**src/rtl/output_display_if.sv**
```systemverilog
// Result-bus interface for the output display: capture request and data in,
// busy and the multiplexed 7-segment drive out.
interface output_display_if;
  logic       load;
  logic [7:0] data;
  logic       signed_mode;
  logic       busy;
  logic [6:0] seg;
  logic [3:0] digit_en;

  // Producer side: issues values to show and watches the display outputs.
  modport master (
    output load, data, signed_mode,
    input  busy, seg, digit_en
  );

  // Display block side.
  modport slave (
    input  load, data, signed_mode,
    output busy, seg, digit_en
  );
endinterface

```
**src/rtl/output_display.sv**
```systemverilog
// Output display: captures an 8-bit (unsigned or two's complement) result,
// converts its magnitude to three BCD digits with a bit-serial double-dabble
// engine, and scans a 4-digit 7-segment display (sign, hundreds, tens, ones).
module output_display #(
  parameter int CLK_DIV = 1024
) (
  input  logic             clk,
  input  logic             reset,
  output_display_if.slave  bus
);

  localparam int PW = $clog2(CLK_DIV);

  typedef enum logic {IDLE, CONVERT} state_t;

  state_t      state_q, state_d;
  logic [7:0]  mag_q, mag_d;
  logic [11:0] bcd_q, bcd_d;
  logic [2:0]  step_q, step_d;
  logic        conv_neg_q, conv_neg_d;

  logic [3:0]  hund_q, hund_d;
  logic [3:0]  tens_q, tens_d;
  logic [3:0]  ones_q, ones_d;
  logic        neg_q, neg_d;

  logic [PW-1:0] presc_q, presc_d;
  logic [1:0]    idx_q, idx_d;
  logic [6:0]    seg_q, seg_d;
  logic [3:0]    digit_en_q, digit_en_d;

  logic [11:0] bcd_adj;
  logic [19:0] shifted;
  logic        presc_wrap;

  // Double-dabble correction: any BCD nibble of 5 or more gets +3 before the shift.
  for (genvar gi = 0; gi < 3; gi++) begin : g_adj
    assign bcd_adj[gi*4 +: 4] = (bcd_q[gi*4 +: 4] >= 4'd5) ?
                                (bcd_q[gi*4 +: 4] + 4'd3) : bcd_q[gi*4 +: 4];
  end

  // The bcd top bit drops out harmlessly: 255 needs at most 10 BCD bits.
  assign shifted = {bcd_adj[10:0], mag_q, 1'b0};

  assign presc_wrap = (presc_q == PW'(CLK_DIV - 1));

  function automatic logic [6:0] seg_pat(input logic [3:0] d);
    logic [6:0] p;
    case (d)
      4'd0: p = 7'h3F;
      4'd1: p = 7'h06;
      4'd2: p = 7'h5B;
      4'd3: p = 7'h4F;
      4'd4: p = 7'h66;
      4'd5: p = 7'h6D;
      4'd6: p = 7'h7D;
      4'd7: p = 7'h07;
      4'd8: p = 7'h7F;
      4'd9: p = 7'h6F;
      default: p = 7'h00;
    endcase
    return p;
  endfunction

  // Conversion FSM: capture in IDLE, eight shift steps in CONVERT, then
  // commit all display registers together on the last step.
  always_comb begin
    state_d    = state_q;
    mag_d      = mag_q;
    bcd_d      = bcd_q;
    step_d     = step_q;
    conv_neg_d = conv_neg_q;
    hund_d     = hund_q;
    tens_d     = tens_q;
    ones_d     = ones_q;
    neg_d      = neg_q;
    case (state_q)
      IDLE: begin
        if (bus.load) begin
          conv_neg_d = bus.signed_mode & bus.data[7];
          mag_d      = (bus.signed_mode & bus.data[7]) ? (~bus.data + 8'd1) : bus.data;
          bcd_d      = '0;
          step_d     = '0;
          state_d    = CONVERT;
        end
      end
      CONVERT: begin
        bcd_d  = shifted[19:8];
        mag_d  = shifted[7:0];
        step_d = step_q + 3'd1;
        if (step_q == 3'd7) begin
          hund_d  = shifted[19:16];
          tens_d  = shifted[15:12];
          ones_d  = shifted[11:8];
          neg_d   = conv_neg_q;
          state_d = IDLE;
        end
      end
      default: state_d = IDLE;
    endcase
  end

  // Scan prescaler and segment selection; uses next-state display values so a
  // commit and a digit advance on the same edge show the new value at once.
  always_comb begin
    presc_d = presc_wrap ? '0 : presc_q + PW'(1);
    idx_d   = presc_wrap ? idx_q + 2'd1 : idx_q;
    seg_d   = 7'h00;
    case (idx_d)
      2'd0: seg_d = seg_pat(ones_d);
      2'd1: seg_d = ((hund_d == 4'd0) && (tens_d == 4'd0)) ? 7'h00 : seg_pat(tens_d);
      2'd2: seg_d = (hund_d == 4'd0) ? 7'h00 : seg_pat(hund_d);
      2'd3: seg_d = neg_d ? 7'h40 : 7'h00;
      default: seg_d = 7'h00;
    endcase
    digit_en_d = 4'b0001 << idx_d;
  end

  // State register; reset also clears the display so an aborted load shows "0".
  always_ff @(posedge clk) begin
    if (reset) begin
      state_q    <= IDLE;
      mag_q      <= '0;
      bcd_q      <= '0;
      step_q     <= '0;
      conv_neg_q <= 1'b0;
      hund_q     <= '0;
      tens_q     <= '0;
      ones_q     <= '0;
      neg_q      <= 1'b0;
      presc_q    <= '0;
      idx_q      <= '0;
      seg_q      <= 7'h3F;
      digit_en_q <= 4'b0001;
    end else begin
      state_q    <= state_d;
      mag_q      <= mag_d;
      bcd_q      <= bcd_d;
      step_q     <= step_d;
      conv_neg_q <= conv_neg_d;
      hund_q     <= hund_d;
      tens_q     <= tens_d;
      ones_q     <= ones_d;
      neg_q      <= neg_d;
      presc_q    <= presc_d;
      idx_q      <= idx_d;
      seg_q      <= seg_d;
      digit_en_q <= digit_en_d;
    end
  end

  assign bus.busy     = (state_q == CONVERT);
  assign bus.seg      = seg_q;
  assign bus.digit_en = digit_en_q;

endmodule
```
**src/flat_wrapper.sv**
```systemverilog
// flat-port wrapper written by rule: the top's interface ports become plain ports
module output_display_flat 
#(
  parameter int CLK_DIV = 1024
)
  (clk, reset, bus_load, bus_data, bus_signed_mode, bus_busy, bus_seg, bus_digit_en);
  output_display_if bus_i ();
  input  logic clk;
  input  logic reset;
  input wire logic [$bits(bus_i.load)-1:0] bus_load;
  input wire logic [$bits(bus_i.data)-1:0] bus_data;
  input wire logic [$bits(bus_i.signed_mode)-1:0] bus_signed_mode;
  output wire logic [$bits(bus_i.busy)-1:0] bus_busy;
  output wire logic [$bits(bus_i.seg)-1:0] bus_seg;
  output wire logic [$bits(bus_i.digit_en)-1:0] bus_digit_en;
  assign bus_i.load = bus_load;
  assign bus_i.data = bus_data;
  assign bus_i.signed_mode = bus_signed_mode;
  assign bus_busy = bus_i.busy;
  assign bus_seg = bus_i.seg;
  assign bus_digit_en = bus_i.digit_en;
  output_display #(.CLK_DIV(CLK_DIV)) u_core (.clk(clk), .reset(reset), .bus(bus_i));
endmodule
```
**config.mk**
```make
export PLATFORM = sky130hd
export DESIGN_NAME = output_display_flat
export DESIGN_NICKNAME = d
export VERILOG_FILES = /design/src/rtl/output_display_if.sv /design/src/rtl/output_display.sv /design/src/flat_wrapper.sv
export SDC_FILE = /design/constraint.sdc
export NUM_CORES = 1
export LEC_CHECK = 0
export BUFFER_PORTS_ARGS = -buffer_cell sky130_fd_sc_hd__buf_2
export CAP_MARGIN = 10
export CORE_MARGIN = 3
export CORE_UTILIZATION = 40
export DETAILED_ROUTE_END_ITERATION = 12
export MAX_ROUTING_LAYER = met4
export PLACE_DENSITY = 0.68
export SETUP_SLACK_MARGIN = 0.1
export SLEW_MARGIN = 20
export SYNTH_ARGS = -nofsm -noshare
export SYNTH_HDL_FRONTEND = slang
export SYNTH_SLANG_ARGS = --single-unit
```
**constraint.sdc**
```tcl
create_clock -name clk -period 6.7 [get_ports clk]
set_clock_uncertainty 0.05 [all_clocks]
set_input_delay 0.335 -clock clk [delete_from_list [all_inputs] [get_ports clk]]
set_output_delay 0.335 -clock clk [all_outputs]
set_load 0.05 [all_outputs]
```
# Word-level counts from Yosys, hierarchy flattened
# Memories as Yosys holds them, arrays and structs flattened.
# Index checks and enable logic that the tools add are counted.
# word_totals
register_bits,61
mem_bits_ro,336
out_inout_bits,12
elab_cells,68
mem_count,3
# mem_list
name,depth,width,rd,rd_clocked_by_memory_dff,wr,line,rtl
(no name shown),16,7,1,0,0,output_display.sv:49,case (d)
(no name shown),16,7,1,0,0,output_display.sv:49,
(no name shown),16,7,1,0,0,output_display.sv:49,
# op_classes
n_addsub,7
magnitude_cmp,3
n_eq_ne,6
shift,1
muxes,26
n_bitwise,3
n_reduce_logical,6
# ops
op,n
$mux 4,8
$pmux 7 s4,1
$pmux 12 s2,1
$mux 7,3
$mux 8,2
$pmux 8 s2,1
$ge 4x3->1 const B,3
$mux 12,1
$add 10x1->10 const B,1
$eq 10x10->1 const B,1
$add 4x2->4 const B,2
$add 8x1->8 const B,1
$logic_not 4->1,2
$not 8->8,1
$mux 3,2
$pmux 3 s2,1
$eq 2x2->1 const B,2
$mux 1,4
$shl 1x2->4 const A,1
$add 3x1->3 const B,1
$add 3x2->3 const B,1
$eq 3x3->1 const B,1
$add 2x1->2 const B,1
$eq 2x1->1 const B,1
other kinds (9),9

# Longest topological paths before layout
# logic_depth
depth_word,8
ltp_mapped,13

# Least setup slack after synthesis
# Ideal clock, no wire load.
# synth_path
path_type,flip-flop to flip-flop
from,register u_core.step_q[0]
to,"register u_core.seg_q[4], in the netlist u_core.bus.seg[4]"
t_arrival_ps,2964
path_slack_ps,3564
stages_incl_launch_ff,12
path_buffers,1
period_less_slack_ps,3136
cell_sequence,dfxtp_1 ha_1 ha_1 nand2_1 clkbuf_1 a2111oi_0 nor3_1 ha_1 inv_1 a311oi_1 a41oi_4 a221o_1
# synth_between
elab_chain_len,7
# synth_rtl
element,line,rtl
from (decl),output_display.sv:19,"logic [2:0] step_q, step_d;"
from (signal assigned),output_display.sv:139,step_q <= step_d;
$eq 3x3->1 (*),output_display.sv:91,if (step_q == 3'd7) begin
"parallel branches: the longest is 5 deep, another holds $mem_v2 16x7",--,
$pmux 7 s4 (*),output_display.sv:109,case (idx_d)
to (signal assigned),output_display.sv:147,seg_q <= seg_d;
to (decl),output_display.sv:29,"logic [6:0] seg_q, seg_d;"
# Every way passes the cells marked *.
# A chain may end at the register's enable or synchronous reset.

# Worst setup path in the final report
# Ends and elaborated chain as after synthesis.

==> results.py <==
metrics = {
    "outcome": {
        "status": "completed",
    },
    "grt": {
        "overflow": 0,
        "grt_max_degree": 48,
        "grt_pass1_wl_um": 13800,
        "antenna_found_initial": 0,
        "track_usage": 0.170,
        "grt_pass1_vias": 2989,
    },
    "worst_setup_path": {
        "critical_path_required_ps": 6870,
        "path_class": "reg -> reg",
        "arrival_ps": 3800,
        "rrSetupSlack_ps": 3070,
        "endpoint_kind": "register",
        "crit_fanout": 17,
        "start_kind": "register",
    },
    "detailed_routing": {
        "routedWlPerCell_um": 13.7,
        "vias": 3155,
        "ant_nets": 0,
        "first_pass_iters": 5,
        "wirelength_um": 7970,
        "viasPerCell": 5.44,
        "drc": 0,
        "first_iter_violations": 157,
    },
    "place": {
        "port_buffers": 23,
        "gp_congestion": 0.859,
        "hpwlAfterDp_um": 5790,
    },
    "hold_path": {
        "hp-class": "in -> reg",
    },
    "clock_tree": {
        "cts_hold_buf": 0,
        "clk_pin_slew_ps": 70,
        "cts_setup_buffers": 0,
        "cts_max_level": 3,
        "clkLatencyLatePin_ps": 330,
        "clk_path_buf_depth": 2,
        "cts_resized": 0,
        "cts_sinks": 61,
        "numCtsBuffers": 9,
        "cts_tree": "done",
        "cts_root_buf": "clkbuf_8",
    },
    "yosys": {
        "synth-compound-area-share": 0.220,
        "syn-num-nets": 489,
        "yosysSeqAreaShare": 0.333,
        "synth_top_family_by_area": "simple AND/OR/NAND/NOR gates",
        "async_flop_share": 0,
        "synth-simple-area-share": 0.232,
        "yosysWarnings": 0,
        "synth-main-ff-cell": "dfxtp_1",
        "synth_edf_count": 0,
        "synth_area_um2": 3660,
        "synth_xor_area_frac": 0.0335,
        "ys_ff_latch": 61,
        "synth_cell_types": 63,
        "synth_mux_area_frac": 0.0362,
        "syn_avg_cell_area_um2": 8.12,
        "syn_inst": 451,
        "yosys.area_share.adder": 0.0915,
    },
    "power_and_ir_drop": {
        "swShare": 0.230,
        "p_leak_nw": 1.61,
        "p_int_mw": 0.616,
        "power_frac_seq": 0.470,
        "peakVddDrop_mv": 0.129,
        "switching_power_mw": 0.184,
        "pwr-share-comb": 0.056,
        "p_per_area_nw_per_um2": 196,
        "clkPwrFrac": 0.474,
    },
    "cells_and_area": {
        "area_delta_synth_final_pct": 11.5,
        "final_common_cell": "nor2_1",
        "nNetsFinal": 505,
        "mostFrequentLayoutCells": "nor2_1 (65), dfxtp_1 (61), a21oi_1 (37)",
        "final_util": 0.464,
        "diodes": 0,
        "drive_gt1_frac": 0.133,
    },
    "timing": {
        "period_minus_slack_ps": 3630,
        "rsz0062_at_grt": "no",
        "whs_ps": 321,
        "hold_viol_final": 0,
        "setup_viol": 0,
        "slew_headroom": 0.373,
        "fmax_mhz": 275,
        "tns_ps": 0,
        "slew_violations": 0,
        "worst_pin_slew_ps": 936,
        "post-route-period-util": 0.542,
    },
    "die": {
        "core_area_um2": 8810,
        "ios": 24,
        "die_h_um": 102,
        "core.rowCount": 34,
        "die_w_um": 102,
        "start_util": 0.416,
        "die_area_um2": 10300,
    },
    "run": {
        "drv_cap": 0,
    },
}
-- metrics by stage --
step	total power [mW]	instances	setup slack [ps]	instance area (um^2)
finish	0.800	580	3070	4090
CTS	0.808	580	3100	4090
detailed placement	0.429	564	3110	3850
global route	0.830	580	2800	4090
global placement	0.427	564	3240	3850
floorplan	0.416	451	3560	3660
-- sequential cells by signal, indices dropped and copies added, names as in the netlist --
name	cells
u_core.idx_q	2
u_core.bcd_q	12
u_core.conv_neg_q	1
u_core.bus.busy	1
u_core.ones_q	4
u_core.bus.digit_en	4
u_core.step_q	3
u_core.hund_q	4
u_core.tens_q	4
u_core.presc_q	10
u_core.neg_q	1
u_core.bus.seg	7
u_core.mag_q	8
-- kinds of logic after synthesis --
family | after synthesis
AND/OR/NAND/NOR | 170
AO/OA/AOI/OAI | 115
flip-flops | 61
buffers and inverters | 51
adder cells (fa/ha/maj) | 27
XOR/XNOR | 14
multiplexers | 13
-- power groups by stage --
stage / clock network [mW] / logic (mW) / registers (mW)
global route: 0.402 / 0.0509 / 0.377
global placement: 0 / 0.0435 / 0.384
detailed placement: 0 / 0.0446 / 0.384
floorplan: 0 / 0.0329 / 0.383
finish: 0.380 / 0.0445 / 0.376
CTS: 0.387 / 0.0448 / 0.376
-- worst max-delay path, stage by stage (launching register included) --
cell and delay, ps:
dfxtp_1 330, ha_1 210, ha_1 260, and2_1 410
a31o_2 340, nor3_1 510, ha_1 330, inv_1 70
a311oi_1 410, a41oi_4 230, a221o_1 380
-- per-layer routing --
metal | part of all wire | up-vias | GRT usage
met4 | 0.013 | 0 | 0.0634
met3 | 0.033 | 10 | 0.0344
met5 | 0 | - | -
li1 | - | 1637 | -
met2 | 0.46 | 55 | 0.260
met1 | 0.50 | 1453 | 0.222
-- worst paths after layout --
check                          from                end  depth (start not counted)
setup reg to reg   u_core.step_q[0]  u_core.bus.seg[4]                         10
hold / removal          bus_data[0]    u_core.mag_q[0]                          3
hold reg to reg   u_core.presc_q[0]  u_core.presc_q[0]                          1
setup / recovery   u_core.step_q[0]  u_core.bus.seg[4]                         10
-- cells in the mapped netlist, types with 7 or more instances --
cell	number	area, um^2
ha_1	26	325
nor3_1	15	75.1
nand2_1	25	93.8
mux2i_1	11	110
nor3b_1	9	67.6
o21ai_0	16	80.1
dfxtp_1	61	1220
a21oi_1	37	185
or3_1	7	43.8
nor2_1	65	244
clkbuf_1	12	45.0
nand3_1	13	65.1
xnor2_1	10	87.6
inv_1	29	109
nand2b_1	7	43.8
-- final cells by class --
type	count	area, um^2
Inverter	30	113
Timing Repair Buffer	26	138
Clock buffer	11	151
Sequential cell	61	1220
Clock inverter	5	81.3
Tap cell	108	135
Fill cell	851	4720
Multi-Input combinational cell	339	2250
Power figures use the tool's default switching activity.
